[src/rtl/mult3_seq.sv]
// Sequencer computing A*B*C (4-bit unsigned operands, 12-bit result) by
// reusing one external combinational 4x4 multiplier over three passes.
module mult3_seq (
  input  logic        clk,
  input  logic        rst_n,
  input  logic        in_valid,
  output logic        in_ready,
  input  logic [3:0]  in_a,
  input  logic [3:0]  in_b,
  input  logic [3:0]  in_c,
  output logic [3:0]  mul_a,
  output logic [3:0]  mul_b,
  input  logic [7:0]  mul_p,
  output logic        out_valid,
  input  logic        out_ready,
  output logic [11:0] out_p
);

  typedef enum logic [2:0] {
    IDLE,
    S_AB,
    S_LO,
    S_HI,
    DONE
  } state_t;

  state_t      state, state_nxt;
  logic [3:0]  a, b, c;
  logic [7:0]  ab;
  logic [7:0]  lo;

  // NOTE: sequential state is updated with non-blocking assignments so every
  // register samples the pre-edge values of the others.
  always_ff @(posedge clk or negedge rst_n) begin
    if (!rst_n) state <= IDLE;
    else        state <= state_nxt;
  end

  // NOTE: every signal driven here gets a default first, so no path through
  // the case statement can leave one unassigned and infer a latch.
  always_comb begin
    state_nxt = state;
    in_ready  = 1'b0;
    out_valid = 1'b0;
    mul_a     = 4'd0;
    mul_b     = 4'd0;
    case (state)
      IDLE: begin
        in_ready = 1'b1;
        if (in_valid) state_nxt = S_AB;
      end
      S_AB: begin
        mul_a     = a;
        mul_b     = b;
        state_nxt = S_LO;
      end
      S_LO: begin
        mul_a     = ab[3:0];
        mul_b     = c;
        state_nxt = S_HI;
      end
      S_HI: begin
        mul_a     = ab[7:4];
        mul_b     = c;
        state_nxt = DONE;
      end
      DONE: begin
        out_valid = 1'b1;
        if (out_ready) state_nxt = IDLE;
      end
      default: state_nxt = IDLE;
    endcase
  end

  // The high-nibble partial product carries weight 16, hence the 4-bit shift.
  always_ff @(posedge clk or negedge rst_n) begin
    if (!rst_n) begin
      a     <= 4'd0;
      b     <= 4'd0;
      c     <= 4'd0;
      ab    <= 8'd0;
      lo    <= 8'd0;
      out_p <= 12'd0;
    end else begin
      case (state)
        IDLE: begin
          if (in_valid) begin
            a <= in_a;
            b <= in_b;
            c <= in_c;
          end
        end
        S_AB:    ab    <= mul_p;
        S_LO:    lo    <= mul_p;
        S_HI:    out_p <= {4'b0000, lo} + {mul_p, 4'b0000};
        default: ;
      endcase
    end
  end

endmodule

[config.mk]
export PLATFORM = sky130hd
export DESIGN_NAME = mult3_seq
export DESIGN_NICKNAME = d
export VERILOG_FILES = /design/src/rtl/mult3_seq.sv
export SDC_FILE = /design/constraint.sdc
export NUM_CORES = 1
export LEC_CHECK = 0
export BUFFER_PORTS_ARGS = -buffer_cell sky130_fd_sc_hd__buf_2
export CORE_ASPECT_RATIO = 0.8
export CORE_UTILIZATION = 36
export DETAILED_ROUTE_END_ITERATION = 7
export SLEW_MARGIN = 20
export SYNTH_ARGS = -nofsm -noshare
export SYNTH_HDL_FRONTEND = slang
export SYNTH_SLANG_ARGS = --single-unit
[constraint.sdc]
create_clock -name clk -period 2 [get_ports clk]
set_clock_uncertainty 0.05 [all_clocks]
set_input_delay 0 -clock clk [delete_from_list [all_inputs] [get_ports clk]]
set_output_delay 0 -clock clk [all_outputs]
set_load 0.01 [all_outputs]
# ---- Word level (Yosys, flattened, before mapping)
# Index checks and enable logic that the tools add are counted.
dict set report totals {
  input_bits 24
  regBits 43
  output_inout_bits 22
}
dict set report classes {
  addsub 1
  mux 7
  n_eq_ne 6
  reduce_logical 4
}
# cell n
set ops {}
lappend ops {{$pmux 3 s5} 1}
lappend ops {{$add 8x12->12} 1}
lappend ops {{$pmux 4 s3} 1}
lappend ops {{$pmux 4 s2} 1}
lappend ops {{$eq 3x2->1 const B} 2}
lappend ops {{$mux 3} 2}
lappend ops {{$ne 2x2->1 const B} 2}
lappend ops {{$reduce_and 2->1} 2}
lappend ops {{$eq 3x1->1 const B} 1}
lappend ops {{$eq 3x3->1 const B} 1}
lappend ops {{$logic_not 3->1} 1}
lappend ops {{$mux 1} 2}
lappend ops {{$reduce_or 2->1} 1}

# ---- Logic depth before layout (Yosys ltp)
dict set report logic_depth {
  word_depth 3
  mapped_depth 7
  depth_no_buf 7
}

# ---- Least setup slack after synthesis
# No wires, ideal clock.
dict set report synth_path {
  path_type {flip-flop to flip-flop}
  startpoint {reg lo[4]}
  endpoint {reg out_p[8]}
  setup_time_ns 0.095
  t_arrival_ns 1.447
  setup_slack_ns 0.407
  stages_incl_launch_ff 8
  period_less_slack_ns 1.593
  required_ns 1.855
  n_path_buf 0
  path_cell_list {dfrtp_1 ha_1 inv_1 fa_1 nor2b_1 o21a_1 nor3_1 o31ai_1}
}
dict set report synth_between {
  elab_chain_cells 1
}
# item line_no
set synth_rtl {}
lappend synth_rtl {{start: declaration} 30} ;# logic [7:0] lo;
lappend synth_rtl {{start signal: assignment} 94} ;# S_LO: lo <= mul_p;
lappend synth_rtl {{$add 8x12->12} 95} ;# S_HI: out_p <= {4'b0000, lo} + {mul_p, 4'b0000};
lappend synth_rtl {{end signal: assignment} 95}
lappend synth_rtl {{end: declaration} 16} ;# output logic [11:0] out_p
# No other way between the ends.
# A chain may end at the register's enable or synchronous reset.

# ---- Final worst setup path
dict set report layout_path {
  startpoint {in mul_p[0]}
  endpoint {reg out_p[8]}
}
dict set report layout_between {
  elab_chain_cells 1
}
# item line_no
set layout_rtl {}
lappend layout_rtl {{start: declaration} 13} ;# input logic [7:0] mul_p,
lappend layout_rtl {{$add 8x12->12} 95}
# No other way between the ends.

==> metrics.txt <==
Area Growth Syn to Fin=31.0%; Buf/Inv on CP=3; Fin. Hold Viols=0; top-level I/O count=46; ANT cells=0; result of the run=finished, final reports clean; Hold Crit Class=input port to flip-flop; setup tns final=0 ns; Synth area leaders=dfrtp_1 53%, mux2_2 17%, nand2_1 3.9%, a22oi_1 2.9%, ha_1 2.4%; H-tree lvl count=2; Net Count, Synth=between 200 and 250; initial antenna violation count=0; CP max FO=3; starting density of the core=a little under two fifths; CP endpoint kind=flip-flop; Max Root-Sink Buffers=2; layout cells sized above 1=between 30% and 40%; Slowest cell on crit path=dlygate4sd3_1; Max Clk Rate=between 500 and 600 MHz; gate count after technology mapping=172; final net count=272; Die Span Y=about 70 um; Core Region=about 5500 sq um; clock slew at reported path FFs=around 0.08 ns; WL per Instance=around 13 um; register area=1080 sq um; TritonRoute pass-1 iters=4; post-placement cell count=between 200 and 300; synth unique cells=32; via-per-instance ratio=~4.7; TritonCTS Sinks=between 40 and 50; largest net degree at the start of global routing=18; post-synthesis cell area=~2000 sq um; Clock Latency Late Sink=around 0.29 ns; Mean Syn Cell Area=roughly 12 sq um; Worst setup SP type=input port; WS Path Type=input port to flip-flop; Tcrit/Tclk final=87.3%; Worst Max-Slew Pin Slew=~0.5 ns; Seq cells post-synth=43; die area=between 5000 and 6000 sq um; drt initial violations=73; Final Critical Period=~1.7 ns; TritonCTS Buffers=5; std cell rows=24; min-delay src=mul_p[4]; arrival time worst endpoint=roughly 1.9 ns; root buf cell=clkbuf_8; routed wire length=around 4.3 mm; fillers=between 500 and 600; vias in the first global route=roughly 1500; Placement Cell Area=~2400 sq um; cell family with most CP delay=buffers and inverters; Util after Layout=approximately 49%; peak supply drop=0.498 mV; Ys Warns=0; first-pass GRT wire length=approximately 7.3 mm; register area share after synthesis=roughly 53%; worst endpoint required time=2.16 ns; leakage=between 1 and 1.5 nW; CP Cell Sequence=dlygate4sd3_1 > buf_2 > ha_1 > inv_1 > fa_1 > nor2b_1 > o21a_1 > nor3_1 > o31ai_1; unrepaired setup endpoints after global routing=no; Synth top area share=52.6%; vias=1516; Post-DRT Antenna Nets=0; Die W=between 80 and 90 um; fin area=roughly 2700 sq um; Finished Layout Cells=around 320; top cell type by total area after synthesis=dfrtp_1; Reg2Reg Launch Point=lo[4]; Port Buffers=45; Routability Congestion=roughly 0.76; DPL Wire Length=between 3 and 4 mm; Residual DRC=0; max-cap viol count=0; max_slew headroom=66.7%; CTS tree=done; final setup vio count=0; Multi-input gate area=roughly 900 sq um; internal reg-to-reg setup slack=0.28 ns; total gr overflow=0; Crit. Startpoint=mul_p[0]; max-slew violation count=0; Global Route Usage Sum=between 10% and 20%; pwr dens=~1500 nW/um^2; Crit path largest cell delay=~0.52 ns
## final cells by class
cell class                      instances  area share (%)
Inverter                                5           0.700
Timing Repair Buffer                   73            18.3
Sequential cell                        43            40.2
Clock buffer                            8            3.73
Multi-Input combinational cell        115            33.4
Tap cell                               78            3.64
## layout by cell type, fill, tap and decap left out, types with 2 or more instances in the layout
| cell | instances |
|---|---|
| buf_2 | 45 |
| ha_1 | 4 |
| nand2_1 | 21 |
| or3_1 | 2 |
| a22oi_1 | 8 |
| buf_4 | 6 |
| nor2_1 | 12 |
| dfrtp_1 | 42 |
| mux2_2 | 31 |
| xor2_1 | 3 |
| nor3b_4 | 2 |
| clkbuf_8 | 7 |
| o21ai_0 | 7 |
| a21oi_1 | 2 |
| a31oi_1 | 2 |
| inv_1 | 5 |
| nor3_1 | 2 |
| o21a_1 | 3 |
| a21o_1 | 2 |
| dlygate4sd3_1 | 22 |
| o31ai_1 | 2 |
## synthesized netlist by cell type
| master | n |
|---|---|
| ha_1 | 4 |
| buf_4 | 1 |
| inv_1 | 5 |
| or3_1 | 2 |
| a22oi_1 | 8 |
| nand3b_1 | 1 |
| xor2_1 | 3 |
| nor3_1 | 2 |
| buf_2 | 4 |
| nand2_1 | 21 |
| buf_6 | 2 |
| nor3b_4 | 2 |
| xnor2_1 | 1 |
| nor2_1 | 12 |
| a21o_1 | 2 |
| a211o_1 | 1 |
| and2_4 | 1 |
| o21ai_0 | 7 |
| nor2b_1 | 2 |
| nand3_1 | 1 |
| a31oi_1 | 2 |
| o21a_1 | 3 |
| o31ai_1 | 2 |
| o211a_1 | 1 |
| mux2_2 | 31 |
| fa_1 | 1 |
| nor3_4 | 1 |
| clkbuf_1 | 2 |
| and3b_1 | 1 |
| dfrtp_1 | 43 |
| nor3b_1 | 1 |
| a21oi_1 | 2 |
## metrics by stage
step / setup slack, ns / power [mW] / hold WS (ns)
floorplan: 0.407 / 2.99 / -0.346
detailed placement: 0.271 / 3.54 / -0.0978
CTS: 0.0965 / 4.19 / 0.000537
global route: 0.128 / 4.48 / 0.0186
finish: 0.253 / 4.14 / 0.00736
global placement: 0.271 / 3.49 / -0.106
## logic make-up after synthesis
group / share of synthesized area (%)
compound gates: 9.23
buf+inv: 3.73
xor+xnor: 1.71
flops: 52.6
mux: 17.1
simple gates: 12.2
fa+ha+maj: 3.43
## final timing paths
| path | cells past startpoint | endpoint |
|---|---|---|
| setup reg to reg | 7 | out_p[8] |
| max in group asynchronous | 3 | state[0] |
| hold reg to reg | 2 | out_p[0] |
| setup / recovery | 9 | out_p[8] |
| min in group asynchronous | 2 | out_p[1] |
| hold / removal | 2 | lo[4] |
## per-layer routing
metal | wire length [um] | up-vias | track usage [%]
li1 | - | 743 | -
met1 | 2150 | 737 | 23.0
met2 | 1890 | 29 | 23.4
met3 | 183 | 7 | 4.05
met4 | 50 | 0 | 5.00
met5 | 0 | - | 0
## flip-flops by register name, indices dropped and copies added, names as in the netlist
signal	flops
out_p	12
a	4
state	3
c	4
ab	8
b	4
lo	8
## power breakdown
| part | total [mW] | switching, mW | leakage [nW] | internal (mW) |
|---|---|---|---|---|
| registers | 1.62 | 0.307 | 0.512 | 1.32 |
| logic | 1.92 | 0.901 | 0.707 | 1.01 |
| clock network | 0.603 | 0.288 | 0.0515 | 0.315 |
| total | 4.14 | 1.50 | 1.27 | 2.65 |
## timing repair
| item | in CTS | in global routing |
|---|---|---|
| cloned | 0 | 0 |
| hold endpoints to repair | 73 | 0 |
| setup endpoints to repair | 4 | 4 |
| buffers inserted | 0 | 0 |
| hold buffers | 22 | 0 |
| resized for setup | 1 | 1 |
Power figures use the tool's default switching activity.
